===== config.mk =====
export PLATFORM = sky130hd
export DESIGN_NAME = sum_frame_accumulator
export DESIGN_NICKNAME = d
export VERILOG_FILES = /design/src/rtl/sum_frame_accumulator.sv
export SDC_FILE = /design/constraint.sdc
export NUM_CORES = 1
export LEC_CHECK = 0
export ABC_AREA = 1
export ABC_CLOCK_PERIOD_IN_PS = 1500
export BUFFER_PORTS_ARGS = -buffer_cell sky130_fd_sc_hd__buf_4
export CAP_MARGIN = 20
export CORE_ASPECT_RATIO = 1.5
export CORE_UTILIZATION = 30
export DETAILED_ROUTE_END_ITERATION = 6
export PLACE_DENSITY = 0.56
export SLEW_MARGIN = 30
export SYNTH_ARGS = -nofsm -noshare
export SYNTH_HDL_FRONTEND = slang
export SYNTH_SLANG_ARGS = --single-unit

===== constraint.sdc =====
create_clock -name clk -period 1.5 [get_ports clk]
set_input_delay 0.3 -clock clk [delete_from_list [all_inputs] [get_ports clk]]
set_output_delay 0.3 -clock clk [all_outputs]
set_load 0.02 [all_outputs]

===== src/rtl/sum_frame_accumulator.sv =====
`default_nettype none
// +----------------------------------------------------------------------------+
// | sum_frame_accumulator: sums FRAME_N 9-bit adder results, drains LSB first   |
// | Rev 1.0                                                                    |
// +----------------------------------------------------------------------------+
module sum_frame_accumulator #(
  parameter int ACC_W   = 16,
  parameter int FRAME_N = 4
) (
  input  logic       clk,
  input  logic       rst_n,
  input  logic       clear,
  input  logic       in_valid,
  output logic       in_ready,
  input  logic [7:0] sum_in,
  input  logic       cout_in,
  output logic       out_valid,
  input  logic       out_ready,
  output logic [7:0] out_byte,
  output logic       out_last,
  output logic       overflow
);

  localparam int NBYTES = ACC_W / 8;
  localparam int IDX_W  = $clog2(NBYTES);
  localparam int CNT_W  = (FRAME_N > 1) ? $clog2(FRAME_N) : 1;

  typedef enum logic [0:0] {
    ST_ACCUM = 1'b0,
    ST_DRAIN = 1'b1
  } state_t;

  state_t             r_state;
  state_t             w_state_nxt;
  logic [ACC_W-1:0]   r_acc;
  logic [CNT_W-1:0]   r_cnt;
  logic [IDX_W-1:0]   r_idx;
  logic               r_overflow;

  logic               w_accept;
  logic               w_xfer;
  logic               w_frame_done;
  logic               w_last_byte;
  logic [ACC_W:0]     w_sum;

  assign w_accept     = in_valid && (r_state == ST_ACCUM);
  assign w_xfer       = out_ready && (r_state == ST_DRAIN);
  assign w_frame_done = w_accept && (r_cnt == CNT_W'(FRAME_N - 1));
  assign w_last_byte  = (r_idx == IDX_W'(NBYTES - 1));
  // Extra top bit captures the carry out of the accumulator for overflow.
  assign w_sum        = {1'b0, r_acc} + (ACC_W + 1)'({cout_in, sum_in});

  always_comb begin
    w_state_nxt = r_state;
    if (clear) begin
      w_state_nxt = ST_ACCUM;
    end else begin
      case (r_state)
        ST_ACCUM: if (w_frame_done) w_state_nxt = ST_DRAIN;
        ST_DRAIN: if (w_xfer && w_last_byte) w_state_nxt = ST_ACCUM;
        default:  w_state_nxt = ST_ACCUM;
      endcase
    end
  end

  always_ff @(posedge clk or negedge rst_n) begin
    if (!rst_n) r_state <= ST_ACCUM;
    else        r_state <= w_state_nxt;
  end

  always_ff @(posedge clk or negedge rst_n) begin
    if (!rst_n) begin
      r_acc      <= '0;
      r_cnt      <= '0;
      r_idx      <= '0;
      r_overflow <= 1'b0;
    end else if (clear) begin
      r_acc      <= '0;
      r_cnt      <= '0;
      r_idx      <= '0;
      r_overflow <= 1'b0;
    end else if (w_accept) begin
      r_acc <= w_sum[ACC_W-1:0];
      if (w_sum[ACC_W]) r_overflow <= 1'b1;
      r_cnt <= w_frame_done ? '0 : r_cnt + 1'b1;
      r_idx <= '0;
    end else if (w_xfer) begin
      if (w_last_byte) begin
        r_acc      <= '0;
        r_overflow <= 1'b0;
        r_idx      <= '0;
      end else begin
        r_idx <= r_idx + 1'b1;
      end
    end
  end

  assign in_ready  = (r_state == ST_ACCUM);
  assign out_valid = (r_state == ST_DRAIN);
  assign out_byte  = (r_state == ST_DRAIN) ? r_acc[{r_idx, 3'b000} +: 8] : 8'h00;
  assign out_last  = (r_state == ST_DRAIN) && w_last_byte;
  assign overflow  = r_overflow;

endmodule
`default_nettype wire

Word level (Yosys, flattened, before mapping)
Cells that the tools add are included.

Add/subtract/negate cells: 3. Eq/ne operators: 2. Shift-type cells: 1. Muxes and demuxes: 21. Bitwise gates (word level): 1. Reduce and logical (&&, ||, !) cells: 10.

Operators by type and width (count): $mux W16 (4); $add A16 B9 Y17 (1); $shiftx A16 B5 Y8 (1); $mux W1 (12); $mux W8 (1); $mux W2 (3); $reduce_bool A3 Y1 (2); $logic_and A1 B1 Y1 (5); $ne A3 B2 Y1 const B (1); $reduce_and A3 Y1 (1); $add A2 B1 Y2 const B (1); $eq A2 B2 Y1 const B (1); $pmux W1 S2 (1); $reduce_and A2 Y1 (1); $reduce_bool A2 Y1 (1); $add A1 B1 Y1 const B (1); $not A1 Y1 (1).

Register bits: 21. Input bits: 14. Output and inout port bits: 12. Logic and storage cells: 43.

Depth between registers and ports, before layout
Word-level depth: 6. Depth in mapped cells: 11. Gate-level depth less buffers: 11.

Worst setup path before layout
No wires, ideal clock.

Path kind: reg-to-reg. Start: register r_acc[0]. End: register r_acc[12]. Setup time: 0.117 ns. Data arrival time: 1.469 ns. Required time: 1.383 ns. Path slack: -0.086 ns. Cell stages (with the launch flop): 12. Path buffers: 0. Clock period less this slack: 1.586 ns. Cell sequence: dfrtp_1 -> ha_1 -> inv_1 -> fa_1 -> inv_1 -> nand3_1 -> nand3_1 -> nand2_1 -> nand3_2 -> nand3_1 -> nand2_1 -> nor2_1.

Cells in the longest elaborated chain, start to end: 3.

RTL lines: from (decl) (RTL line 35) `logic [ACC_W-1:0] r_acc;`; from (signal assigned) (RTL line 83) `r_acc <= w_sum[ACC_W-1:0];`; $add A16 B9 Y17 (RTL line 51) `assign w_sum = {1'b0, r_acc} + (ACC_W + 1)'({cout_in, sum_in});`; $mux W16 (RTL line 82) `end else if (w_accept) begin`; $mux W16 (RTL line 77) `end else if (clear) begin`.

No other way between the ends. A chain may end at the register's enable or synchronous reset.

Final worst setup path
Ends and elaborated chain as after synthesis.

==> results_dict.tcl <==
set metrics [dict create \
    status "finished with violations" \
    violations "setup timing" \
    ir_drop_mv 0.3066 \
    drc_errors 0 \
    h-tree-depth 1 \
    seq_area_frac_synth 0.3068 \
    fin_cells 381 \
    syn2layout_area_growth_pct 64.79 \
    report.final.slew_viol_count 0 \
    num_antenna_cells 0 \
    clk_pin_slew_ns 0.09 \
    cts_tree "yes" \
    grt_overflow 0 \
    syn_inst 247 \
    dpl.cell_count 366 \
    clock_power_share 0.213 \
    cts_sinks 21 \
    grt_pass1_vias 1819 \
    root_buffer "clkbuf_8" \
    drtIter0Drc 49 \
    num_io_pins 26 \
    p_leak_nw 1.316 \
    num_vias 1836 \
    nNetsFinal 337 \
    grt_max_degree 22 \
    track_usage 0.1781 \
    rows 33 \
    synth_nets 272 \
    setup_viol 13 \
    p_sw_mw 0.7026 \
    grt_pass1_wl_microns 8190 \
    fin_crit_sh 1.047 \
    setup_slack_ns -0.07060 \
    met1_usage 0.1947 \
    max_cap_viol_count 0 \
    seq_power_share 0.344 \
    fin_crit_ns 1.571 \
    initial_utilization 0.3119 \
    gr-usage-met3 0.009662 \
    busiest_layer "met2" \
    crit_path_end_kind "flop" \
    firstDrtPassIters 4 \
    arrival_ns 1.73 \
    place_area_sq_um 2193 \
    cp_slowest_cell "dfrtp_1" \
    p_comb_frac 0.443 \
    die_y_microns 94.55 \
    clock_latency_ns 0.27 \
    syn_area_per_cell_sq_um 6.935 \
    syn_area_sq_um 1713 \
    whs_ns 0.2997 \
    slew_headroom 0.7999 \
    clk_path_buf_depth 2 \
    ant_nets 0 \
    antenna_found_initial 0 \
    routed_wl_microns 5236 \
    internal_power_mw 1.183 \
    startpoint_type "flop" \
    met2_usage 0.3590 \
    core_area_sq_um 5492 \
    drt-wirelength-per-cell_microns 13.74 \
    worstSetupPathType "flop to flop" \
    cpMostUsedCell "nand3_2" \
    worst_pin_slew_ns 0.3002 \
    hold_viol 0 \
    ys_ff_latch 21 \
    dieArea_sq_um 6022 \
    switching_share 0.3727 \
    critical_path.cell_chain "ha_4 -> inv_2 -> fa_2 -> inv_2 -> nand3_2 -> nand3_2 -> nand2_2 -> nand3_4 -> nand3_2 -> nand2_1 -> nor2_1" \
    yosys_warnings 0 \
    gp_congestion 0.8266 \
    final_layout_size_suffix_gt1_frac 0.5563 \
    worstHoldPathType "input port to flop" \
    routed_via_density 4.819 \
    fin_tns_setup_ns -0.4410 \
    rsz0062_at_grt "true" \
    fin_worst_skew_ns 0.007737 \
    cp_max_fo 3 \
    slowest_delay_ns 0.39 \
    post-route-cell-area_sq_um 2823 \
    cts_made_buffers 3 \
    io_buffers 25 \
    clock.fmax_mhz 636.7 \
    cp.required_ns 1.66 \
    die_w_microns 63.70 \
    yosysUniqueCellTypes 31 \
    power_density_nw_per_um2 667.9 \
    hpwlAfterDp_microns 3830 \
]
[cells in the mapped netlist (all sizes together)]
cell type	number	share of area
clkinv	2	0.0051
fa	1	0.012
or2	1	0.0037
xor2	1	0.0051
nor3	1	0.0029
a22o	1	0.0051
o22ai	3	0.015
nand3	22	0.082
inv	38	0.086
nor2	31	0.084
dfrtp	21	0.31
o31ai	1	0.0044
a21oi	20	0.067
buf	2	0.015
ha	10	0.073
o21ai	16	0.047
nand2	75	0.18
clkbuf	1	0.0022
[cell families (layout without fill, tap and decap cells)]
kind of cell | after synthesis | after routing | share of synthesized area
AO/OA/AOI/OAI | 41 | 41 | 0.1381
XOR/XNOR | 1 | 1 | 0.005114
adder cells (fa/ha/maj) | 11 | 11 | 0.08473
buffers and inverters | 43 | 107 | 0.1088
flip-flops | 21 | 21 | 0.3068
AND/OR/NAND/NOR | 130 | 130 | 0.3565
[layer usage]
metal  wire length [microns]  vias to the layer above
li1                        -                      912
met1                    2083                      890
met2                    2951                       28
met3                     140                        6
met4                      61                        0
met5                       0                        -
[worst max-delay path, delay by kind of cell, from the launching register on]
kind	cells	cell delay [ns]
AND/OR/NAND/NOR	7	0.43
adder cells (fa/ha/maj)	2	0.51
buffers and inverters	2	0.12
flip-flops	1	0.39
[cells in the final DEF, fill, tap and decap left out, types with 2 or more instances in the layout]
master / n
nand2_4: 7
nand2_2: 21
clkinv_2: 2
ha_4: 9
nor2_4: 6
a21oi_1: 4
a21oi_2: 14
nand2_1: 46
buf_6: 16
nor2_1: 17
nand3_1: 2
nand3_2: 12
inv_1: 32
inv_2: 5
nor2_2: 8
dfrtp_1: 20
buf_4: 46
o22ai_1: 2
o21ai_1: 9
clkbuf_8: 3
nand3_4: 8
a21oi_4: 2
o21ai_2: 6
[flip-flops by register name (all words and copies together), names as in the netlist]
register   flops
r_idx          1
out_valid      1
overflow       1
r_acc         16
r_cnt          2
[final cells by class]
type / instances / area [sq um]
Tap cell: 70 / 87.58
Clock inverter: 1 / 5.005
Sequential cell: 21 / 526.8
Fill cell: 529 / 2669
Timing Repair Buffer: 63 / 535.5
Clock buffer: 3 / 41.29
Multi-Input combinational cell: 183 / 1465
Inverter: 40 / 161.4
[timing repair]
action                                 4_1_cts  5_1_grt
pin swaps                                   14       26
hold buffers                                 1        0
endpoints found under the hold margin       21        0
resized for setup                           42       77
setup endpoints to repair                   21       22
setup buffers                                2        8
[per-stage QoR]
step	utilization	total power [mW]	worst slack, ns
CTS	0.4473	1.690	-0.1156
floorplan	-	0.9562	-0.02396
global placement	0.3994	1.177	-0.1189
global route	0.5140	1.998	-0.1681
finish	0.5140	1.885	-0.07060
detailed placement	0.3994	1.187	-0.1542
[power groups by stage]
stage          clock network (mW)  registers, mW  logic, mW
2_1_floorplan                   0          0.638      0.318
6_report                    0.401          0.649      0.835
3_3_place_gp                    0          0.644      0.533
5_1_grt                     0.435          0.654      0.910
4_1_cts                     0.414          0.645      0.631
3_5_place_dp                    0          0.645      0.541
[final timing paths]
path / from / endpoint / slack, ns / cells after the start
min in group asynchronous: rst_n / r_cnt[1] / 0.45 / 2
worst max register to register: r_acc[0] / r_acc[12] / -0.07 / 11
worst min register to register: r_cnt[0] / r_cnt[0] / 0.49 / 1
worst min-delay path: in_valid / out_valid / 0.30 / 3
max in group asynchronous: rst_n / out_valid / 0.80 / 2
worst max-delay path: r_acc[0] / r_acc[12] / -0.07 / 11
(Power assumes the default switching activity.)
